[src/rtl/coord_accum_reg_pkg.sv]
// Shared definitions for the coordinate accumulator slice.
//   state_e : scan state (IDLE / RUN / DONE)
//   DEF_W   : default coordinate width
package coord_accum_reg_pkg;

    localparam int DEF_W = 8;

    typedef enum logic [1:0] {
        ST_IDLE = 2'd0,
        ST_RUN  = 2'd1,
        ST_DONE = 2'd2
    } state_e;

endpackage

[src/rtl/coord_accum_reg_if.sv]
// Command/result bundle of the coordinate accumulator.
//   master : drives CLEAR/LOAD/STEP commands, operands and limits; observes results
//   slave  : the accumulator side
interface coord_accum_reg_if
    import coord_accum_reg_pkg::*;
#(
    parameter int W = DEF_W
);
    logic                CLEAR;
    logic                LOAD_EN;
    logic signed [W-1:0] LOAD_X;
    logic signed [W-1:0] LOAD_Y;
    logic                STEP_EN;
    logic signed [W-1:0] STEP_X;
    logic signed [W-1:0] STEP_Y;
    logic signed [W-1:0] LIMIT_X;
    logic signed [W-1:0] LIMIT_Y;
    logic                SAT_MODE;
    logic signed [W-1:0] X_OUT;
    logic signed [W-1:0] Y_OUT;
    logic                BUSY;
    logic                ROW_END;
    logic                FRAME_END;
    logic                OVF;

    modport master (
        output CLEAR, LOAD_EN, LOAD_X, LOAD_Y, STEP_EN, STEP_X, STEP_Y,
               LIMIT_X, LIMIT_Y, SAT_MODE,
        input  X_OUT, Y_OUT, BUSY, ROW_END, FRAME_END, OVF
    );

    modport slave (
        input  CLEAR, LOAD_EN, LOAD_X, LOAD_Y, STEP_EN, STEP_X, STEP_Y,
               LIMIT_X, LIMIT_Y, SAT_MODE,
        output X_OUT, Y_OUT, BUSY, ROW_END, FRAME_END, OVF
    );
endinterface

[src/rtl/coord_accum_reg_sat_add.sv]
// sat_add: W-bit signed adder with overflow detect and saturate/wrap select.
//   a_i, b_i    : signed operands
//   sat_mode_i  : 1 = clamp to max/min on overflow, 0 = keep low W bits
//   sum_o       : result
//   ovf_o       : exact sum does not fit in W bits
module coord_accum_reg_sat_add
    import coord_accum_reg_pkg::*;
#(
    parameter int W = DEF_W
) (
    input  logic signed [W-1:0] a_i,
    input  logic signed [W-1:0] b_i,
    input  logic                sat_mode_i,
    output logic signed [W-1:0] sum_o,
    output logic                ovf_o
);
    logic signed [W:0] sum_full;

    assign sum_full = {a_i[W-1], a_i} + {b_i[W-1], b_i};
    // Top two bits disagree exactly when the sum left the W-bit range.
    assign ovf_o    = sum_full[W] ^ sum_full[W-1];

    always_comb begin
        sum_o = sum_full[W-1:0];
        if (ovf_o && sat_mode_i) begin
            // sign of the exact sum picks the rail
            sum_o = sum_full[W] ? {1'b1, {(W-1){1'b0}}} : {1'b0, {(W-1){1'b1}}};
        end
    end
endmodule

[src/rtl/coord_accum_reg.sv]
// Raster coordinate accumulator: X advances by STEP_X per accepted step,
// wraps to its base when it passes LIMIT_X while Y advances by STEP_Y,
// and the scan finishes when Y would pass LIMIT_Y.
//   CLK, RST_ASYNC_N : clock, async active-low reset
//   bus (slave)      : commands, operands, limits, registered results
//
// state   | meaning
// --------+-----------------------------------------------
// ST_IDLE | no scan loaded, steps ignored
// ST_RUN  | scan active, steps accepted, BUSY high
// ST_DONE | scan finished, outputs frozen until LOAD/CLEAR
module coord_accum_reg
    import coord_accum_reg_pkg::*;
#(
    parameter int W = DEF_W
) (
    input  logic               CLK,
    input  logic               RST_ASYNC_N,
    coord_accum_reg_if.slave   bus
);
    state_e              state_q, state_d;
    logic signed [W-1:0] x_q, x_d;
    logic signed [W-1:0] y_q, y_d;
    logic signed [W-1:0] x_base_q, x_base_d;
    logic                ovf_q, ovf_d;
    logic                row_end_q, row_end_d;
    logic                frame_end_q, frame_end_d;

    logic signed [W-1:0] cand_x, cand_y;
    logic                ovf_x, ovf_y;

    coord_accum_reg_sat_add #(.W(W)) u_add_x (
        .a_i        (x_q),
        .b_i        (bus.STEP_X),
        .sat_mode_i (bus.SAT_MODE),
        .sum_o      (cand_x),
        .ovf_o      (ovf_x)
    );

    coord_accum_reg_sat_add #(.W(W)) u_add_y (
        .a_i        (y_q),
        .b_i        (bus.STEP_Y),
        .sat_mode_i (bus.SAT_MODE),
        .sum_o      (cand_y),
        .ovf_o      (ovf_y)
    );

    always_ff @(posedge CLK or negedge RST_ASYNC_N) begin
        if (!RST_ASYNC_N) begin
            state_q     <= ST_IDLE;
            x_q         <= '0;
            y_q         <= '0;
            x_base_q    <= '0;
            ovf_q       <= 1'b0;
            row_end_q   <= 1'b0;
            frame_end_q <= 1'b0;
        end else begin
            state_q     <= state_d;
            x_q         <= x_d;
            y_q         <= y_d;
            x_base_q    <= x_base_d;
            ovf_q       <= ovf_d;
            row_end_q   <= row_end_d;
            frame_end_q <= frame_end_d;
        end
    end

    always_comb begin
        state_d     = state_q;
        x_d         = x_q;
        y_d         = y_q;
        x_base_d    = x_base_q;
        ovf_d       = ovf_q;
        row_end_d   = 1'b0;
        frame_end_d = 1'b0;

        if (bus.CLEAR) begin
            state_d  = ST_IDLE;
            x_d      = '0;
            y_d      = '0;
            x_base_d = '0;
            ovf_d    = 1'b0;
        end else if (bus.LOAD_EN) begin
            state_d  = ST_RUN;
            x_d      = bus.LOAD_X;
            y_d      = bus.LOAD_Y;
            x_base_d = bus.LOAD_X;
            ovf_d    = 1'b0;
        end else if (bus.STEP_EN && state_q == ST_RUN) begin
            ovf_d = ovf_q | ovf_x;
            if (cand_x <= bus.LIMIT_X) begin
                x_d = cand_x;
            end else begin
                // Row wrap: Y is only advanced (and can only overflow) here.
                x_d       = x_base_q;
                row_end_d = 1'b1;
                ovf_d     = ovf_q | ovf_x | ovf_y;
                if (cand_y > bus.LIMIT_Y) begin
                    frame_end_d = 1'b1;
                    state_d     = ST_DONE;
                end else begin
                    y_d = cand_y;
                end
            end
        end
    end

    assign bus.X_OUT     = x_q;
    assign bus.Y_OUT     = y_q;
    assign bus.BUSY      = (state_q == ST_RUN);
    assign bus.ROW_END   = row_end_q;
    assign bus.FRAME_END = frame_end_q;
    assign bus.OVF       = ovf_q;
endmodule

[src/flat_wrapper.sv]
// flat-port wrapper written by rule: the top's interface ports become plain ports
module coord_accum_reg_flat import coord_accum_reg_pkg::*;
#(
    parameter int W = DEF_W
)
  (CLK, RST_ASYNC_N, bus_CLEAR, bus_LOAD_EN, bus_LOAD_X, bus_LOAD_Y, bus_STEP_EN, bus_STEP_X, bus_STEP_Y, bus_LIMIT_X, bus_LIMIT_Y, bus_SAT_MODE, bus_X_OUT, bus_Y_OUT, bus_BUSY, bus_ROW_END, bus_FRAME_END, bus_OVF);
  coord_accum_reg_if #(.W(W)) bus_i ();
  input  logic CLK;
  input  logic RST_ASYNC_N;
  input wire logic [$bits(bus_i.CLEAR)-1:0] bus_CLEAR;
  input wire logic [$bits(bus_i.LOAD_EN)-1:0] bus_LOAD_EN;
  input wire logic [$bits(bus_i.LOAD_X)-1:0] bus_LOAD_X;
  input wire logic [$bits(bus_i.LOAD_Y)-1:0] bus_LOAD_Y;
  input wire logic [$bits(bus_i.STEP_EN)-1:0] bus_STEP_EN;
  input wire logic [$bits(bus_i.STEP_X)-1:0] bus_STEP_X;
  input wire logic [$bits(bus_i.STEP_Y)-1:0] bus_STEP_Y;
  input wire logic [$bits(bus_i.LIMIT_X)-1:0] bus_LIMIT_X;
  input wire logic [$bits(bus_i.LIMIT_Y)-1:0] bus_LIMIT_Y;
  input wire logic [$bits(bus_i.SAT_MODE)-1:0] bus_SAT_MODE;
  output wire logic [$bits(bus_i.X_OUT)-1:0] bus_X_OUT;
  output wire logic [$bits(bus_i.Y_OUT)-1:0] bus_Y_OUT;
  output wire logic [$bits(bus_i.BUSY)-1:0] bus_BUSY;
  output wire logic [$bits(bus_i.ROW_END)-1:0] bus_ROW_END;
  output wire logic [$bits(bus_i.FRAME_END)-1:0] bus_FRAME_END;
  output wire logic [$bits(bus_i.OVF)-1:0] bus_OVF;
  assign bus_i.CLEAR = bus_CLEAR;
  assign bus_i.LOAD_EN = bus_LOAD_EN;
  assign bus_i.LOAD_X = bus_LOAD_X;
  assign bus_i.LOAD_Y = bus_LOAD_Y;
  assign bus_i.STEP_EN = bus_STEP_EN;
  assign bus_i.STEP_X = bus_STEP_X;
  assign bus_i.STEP_Y = bus_STEP_Y;
  assign bus_i.LIMIT_X = bus_LIMIT_X;
  assign bus_i.LIMIT_Y = bus_LIMIT_Y;
  assign bus_i.SAT_MODE = bus_SAT_MODE;
  assign bus_X_OUT = bus_i.X_OUT;
  assign bus_Y_OUT = bus_i.Y_OUT;
  assign bus_BUSY = bus_i.BUSY;
  assign bus_ROW_END = bus_i.ROW_END;
  assign bus_FRAME_END = bus_i.FRAME_END;
  assign bus_OVF = bus_i.OVF;
  coord_accum_reg #(.W(W)) u_core (.CLK(CLK), .RST_ASYNC_N(RST_ASYNC_N), .bus(bus_i));
endmodule
[config.mk]
export PLATFORM = sky130hd
export DESIGN_NAME = coord_accum_reg_flat
export DESIGN_NICKNAME = d
export VERILOG_FILES = /design/src/rtl/coord_accum_reg_pkg.sv /design/src/rtl/coord_accum_reg_if.sv /design/src/rtl/coord_accum_reg_sat_add.sv /design/src/rtl/coord_accum_reg.sv /design/src/flat_wrapper.sv
export SDC_FILE = /design/constraint.sdc
export NUM_CORES = 1
export LEC_CHECK = 0
export ABC_AREA = 1
export BUFFER_PORTS_ARGS = -buffer_cell sky130_fd_sc_hd__clkbuf_2
export CORE_MARGIN = 4
export CORE_UTILIZATION = 55
export CTS_BUF_LIST = sky130_fd_sc_hd__clkbuf_4 sky130_fd_sc_hd__clkbuf_8 sky130_fd_sc_hd__clkbuf_16
export CTS_CLUSTER_SIZE = 40
export DETAILED_ROUTE_END_ITERATION = 10
export GPL_TIMING_DRIVEN = 0
export PLACE_DENSITY = 0.88
export SETUP_SLACK_MARGIN = 0.5
export SYNTH_ARGS = -nofsm -noshare
export SYNTH_HDL_FRONTEND = slang
export SYNTH_SLANG_ARGS = --single-unit
[constraint.sdc]
create_clock -name CLK -period 6 [get_ports CLK]
set_clock_uncertainty 0.2 [all_clocks]
set_input_delay 1.2 -clock CLK [delete_from_list [all_inputs] [get_ports CLK]]
set_output_delay 1.2 -clock CLK [all_outputs]
set_load 0.01 [all_outputs]
; ---- Word level (Yosys, flattened, before mapping)
; Cells that the tools add are included.
[word_totals]
wordCells = 59
regBits = 29
input_bits = 54
output_inout_bits = 20
[classes]
add_sub_neg = 2
n_eq_ne = 3
n_reduce_logical = 8
muxes = 33
bitwise_logic = 4
order_cmp = 2
[op_table]
columns = operator, count
row1 = $mux 8, 15
row2 = $add 8x8->9, 2
row3 = $mux 1, 13
row4 = $mux 2, 5
row5 = $gt 8x8->1, 1
row6 = $le 8x8->1, 1
row7 = $ne 3x3->1 const B, 2
row8 = $reduce_and 3->1, 2
row9 = $reduce_bool 3->1, 2
row10 = $logic_and 1x1->1, 3
row11 = $eq 2x1->1 const B, 1
row12 = $or 1x1->1, 2
row13 = $reduce_bool 2->1, 1
row14 = $xor 1x1->1, 2

; ---- Depth between registers and ports, before layout
[logic_depth]
depth_word = 10
depth_mapped = 25
ltp_nobuf = 25

; ---- Cells and area by module
; A second synthesis with hierarchy kept.
[hier_totals]
hier_cells = 445
area_unflattened_um2 = 3031.7
[modules_own_cells]
columns = module, n_inst, area_each_um2, cells_per_inst
row1 = coord_accum_reg, 1, 1955.6, 259
row2 = coord_accum_reg_sat_add (u_core.u_add_y), 1, 545.5, 93
row3 = coord_accum_reg_sat_add (u_core.u_add_x), 1, 530.5, 93

; ---- Worst setup path after synthesis
; OpenSTA, ideal clock, no wires.
[synth_timing]
path_kind = in2reg
startpoint = in bus_STEP_Y[0]
endpoint = reg u_core.y_q[1] (netlist: u_core.bus.Y_OUT[1])
setup_time_ns = 0.120
arrival_time_ns = 3.848
slack_ns = 1.832
path_stages = 23
n_path_buf = 1
cell_sequence = ha_1 -> fa_1 -> nand3_1 -> nand3_2 -> nand3_1 -> nand2_1 -> o21ai_2 -> inv_1 -> nand2_2 -> nand3_4 -> buf_6 -> a21oi_1 -> ha_1 -> a21oi_1 -> o21ai_0 -> nand2_1 -> nand2_1 -> a21oi_1 -> inv_1 -> nand2_1 -> nand3_1 -> nor2_1 -> a21oi_2
[synth_via]
elab_chain_cells = 9
[synth_rtl]
columns = item, line_no
row1 = "start, declared", flat_wrapper.sv:16  ; input wire logic [$bits(bus_i.STEP_Y)-1:0] bus_STEP_Y;
row2 = $add 8x8->9 (*), coord_accum_reg_sat_add.sv:19  ; assign sum_full = {a_i[W-1], a_i} + {b_i[W-1], b_i};
row3 = $xor 1x1->1, coord_accum_reg_sat_add.sv:21  ; assign ovf_o = sum_full[W] ^ sum_full[W-1];
row4 = $logic_and 1x1->1, coord_accum_reg_sat_add.sv:25  ; if (ovf_o && sat_mode_i) begin
row5 = $mux 8 (*), coord_accum_reg_sat_add.sv:25
row6 = "parallel branches: the longest is 5 deep, another holds $gt 8x8->1", n/a
row7 = "end signal, assigned", coord_accum_reg.sv:60  ; y_q <= y_d;
row8 = "end, declared", coord_accum_reg.sv:23  ; logic signed [W-1:0] y_q, y_d;
; Every way passes the cells marked *. The select of a mux whose other input is x is not followed.
; A chain may end at the register's enable or synchronous reset.

; ---- Final worst setup path
[layout_timing]
startpoint = in bus_STEP_Y[0]
endpoint = reg u_core.y_q[5] (netlist: u_core.bus.Y_OUT[5])
; Same word-level chain as after synthesis.

==> results by group <==
Status
  – Status: finished, final reports clean

Cells and area
  – Layout cells sized above 1: 0.233
  – Final Cell Area: 0.00338 mm2
  – Layout area overhead: 18.6%
  – Final net count: 584
  – Post-Layout Cell Count: 564
  – Diodes inserted: 0

Route
  – Vias per inst: 5.17
  – First DRT Iteration DRCs: 149
  – Via count: 2914
  – Detail Route Antenna Nets: 0
  – Drc violations: 0
  – Drt wl/cell: 12.4 um
  – Pre-antenna DRT Iters: 4
  – Total Routed Length: 7.00 mm

Clocking
  – TritonCTS clock tree: yes
  – Num CTS Buffers: 5
  – Post-CTS Setup Repair Bufs: 0
  – H-tree levels: 2
  – Clk_lat worst skew: 0.28 ns
  – CTS resizes: 0
  – CTS clock-pin slew for the worst setup and hold paths: 0.07 ns
  – CTS Buffer Depth: 2
  – Cts hold-fix bufs: 0
  – # clock sinks: 29
  – Root Driver: clkbuf_8

Global route
  – Initial antenna violation count: 0
  – Gr usage total: 0.236
  – Gr ovfl total: 0
  – Maximum number of pins on one net before global-route repair: 30
  – First-pass GRT wire length: 12.2 mm
  – Vias in the first global route: 2884

Floorplan
  – Boundary Pins: 74
  – Die area: 0.00641 mm2
  – Die Y: 80.0 um
  – Core ar.: 0.00488 mm2
  – Number of placement rows: 25
  – Initial cell density of the core: 0.585
  – Die Width: 80.0 um

Min path
  – Hold_sp: u_core.x_base_q[3]
  – Hold crit path type: reg -> reg
  – Hold Crit Endpoint: u_core.x_base_q[3]
  – WHS Path Cells: 2

Timing
  – Slew headroom: 0.511
  – Slew Viols, Final: 0
  – Fmax: 0.221 GHz
  – Worst hold slack: 0.282 ns
  – TNS Setup: 0 ns
  – Slew @ Worst Pin: 0.733 ns
  – Hold Vio Cnt, Final: 0
  – Final min period: 4.53 ns
  – Setup violators final: 0
  – Final worst path period share: 0.756
  – RSZ-0062 raised after global routing: false

Yosys
  – Simple-Gate Fraction of Synth Area: 0.296
  – Multiplexer share of the synthesized area: 0
  – Synth Net Count: 505
  – Mapped Cells: 417
  – Compound-gate portion of the synthesized area: 0.149
  – Synth cell types: 31
  – Sequential fraction of the synthesis area: 0.254
  – Flops & latches, synth: 29
  – Ys Warns: 0
  – Main combinational cell family by area after synthesis: simple AND/OR/NAND/NOR gates
  – XOR/XNOR Fraction of Synth Area: 0.0307
  – Netlist Area Pre-Place: 0.00285 mm2
  – Syn Area/Cell: 6.84 um2
  – Post-Synth Adder-Cell Area: 0.154

Pwr
  – Max VDD drop: 0.288 mV
  – PwrDens: 392 mW/mm2
  – Leakage: 2.02 nW
  – Power Total: 1.33 mW

Placed design
  – Placed Cells: 556
  – IO buf count: 72
  – GPL Wtd Cong: 0.858
  – Placed inst area: 0.00330 mm2
  – Hpwl dp: 5.85 mm

Worst setup path
  – Required time of the worst setup path: 5.97 ns
  – CP endpoint kind: flop
  – R2R Path End: u_core.bus.Y_OUT[5]
  – Crit path kind: in -> reg
  – Critical Path Fanout Max: 10
  – Worst Reg-to-Reg Cells: 23
  – Worst reg2reg setup slack: 2.02 ns
  – Setup crit start kind: input pin
  – FF-to-FF Start: u_core.bus.Y_OUT[0]
  – Crit path DAT: 4.51 ns

Job
  – Max-cap viol count: 0
[synthesized netlist by cell type (all sizes together)]
library cell | n | area (um2)
nand2 | 110 | 435
o21bai | 1 | 11.3
a31oi | 4 | 25.0
a21o | 1 | 7.51
o21ai | 22 | 114
o31ai | 1 | 7.51
clkbuf | 4 | 15.0
nand3b | 1 | 7.51
fa | 2 | 40.0
buf | 4 | 28.8
xor2 | 5 | 43.8
ha | 32 | 400
nor2 | 43 | 161
nor3 | 3 | 15.0
nand3 | 29 | 195
o21a | 3 | 22.5
xnor2 | 5 | 43.8
inv | 76 | 285
dfrtp | 29 | 726
nand4 | 4 | 31.3
a21boi | 1 | 7.51
a21oi | 37 | 230
[cells in the final DEF (no fill, tap or decap), drive strengths merged]
cell type  instances
nand2            110
nand3b             1
o21ai             22
xnor2              5
nand3             29
buf                4
dfrtp             29
fa                 2
clkbuf            81
a21boi             1
ha                32
a21oi             37
o21bai             1
xor2               5
clkinv             2
a21o               1
inv               76
o21a               3
clkinvlp           1
nor2              43
nand4              4
o31ai              1
nor3               3
a31oi              4
[state kept, by name, indices dropped and copies added (netlist names)]
name,flops
u_core.bus.X_OUT,8
u_core.bus.Y_OUT,8
u_core.x_base_q,8
u_core.state_q,2
u_core.bus.FRAME_END,1
u_core.bus.OVF,1
u_core.bus.ROW_END,1
[cells by family after synthesis]
family / after synthesis
XOR/XNOR: 10
buffers and inverters: 84
adder cells (fa/ha/maj): 34
AO/OA/AOI/OAI: 70
AND/OR/NAND/NOR: 190
flip-flops: 29
[area by class of cell]
cell class	count	area, um2
Buffer	8	43.8
Clock buffer	5	68.8
Clock inverter	3	17.5
Fill cell	424	1500
Inverter	76	285
Multi-Input combinational cell	304	1800
Sequential cell	29	726
Tap cell	67	83.8
Timing Repair Buffer	72	360
[through the flow]
stage / util / worst slack (ns)
2_1_floorplan: - / 1.83
3_3_place_gp: 0.676 / 1.32
3_5_place_dp: 0.676 / 1.21
4_1_cts: 0.694 / 1.50
5_1_grt: 0.694 / 1.17
6_report: 0.694 / 1.47
[metal layers]
metal,track usage,vias to the layer above,part of all wire
li1,-,1481,-
met1,0.297,1347,0.42
met2,0.413,79,0.51
met3,0.0429,7,0.065
met4,0.0591,0,0.0079
met5,0,-,0
[report_power, final]
part / switching, mW / internal [mW]
logic: 0.545 / 0.347
registers: 0.0415 / 0.238
clock network: 0.0771 / 0.0798
[how the worst max path moves through the flow]
stage	from	to	slack, ns
after floorplan	bus_STEP_Y[0]	u_core.bus.Y_OUT[1]	1.83
after detailed placement	bus_STEP_Y[0]	u_core.bus.Y_OUT[5]	1.21
after CTS	bus_STEP_Y[0]	u_core.bus.Y_OUT[5]	1.50
after global routing	bus_STEP_Y[0]	u_core.bus.Y_OUT[3]	1.17
after global placement	bus_STEP_Y[0]	u_core.bus.Y_OUT[1]	1.32
final	bus_STEP_Y[0]	u_core.bus.Y_OUT[5]	1.47
[worst max-delay path: stages]
cell	delay, ns
clkbuf_2	0.08
ha_1	0.19
fa_1	0.42
nand3_1	0.12
nand3_2	0.10
nand3_1	0.10
nand2_1	0.08
o21ai_2	0.10
inv_1	0.08
nand2_2	0.10
nand3_4	0.10
buf_6	0.16
a21oi_1	0.14
ha_1	0.26
a21oi_1	0.13
o21ai_0	0.15
nand2_1	0.09
nand2_1	0.05
a21oi_1	0.17
inv_1	0.08
nand2_1	0.06
nand3_1	0.24
nor2_1	0.23
a21oi_2	0.08
(Power assumes the default switching activity.)
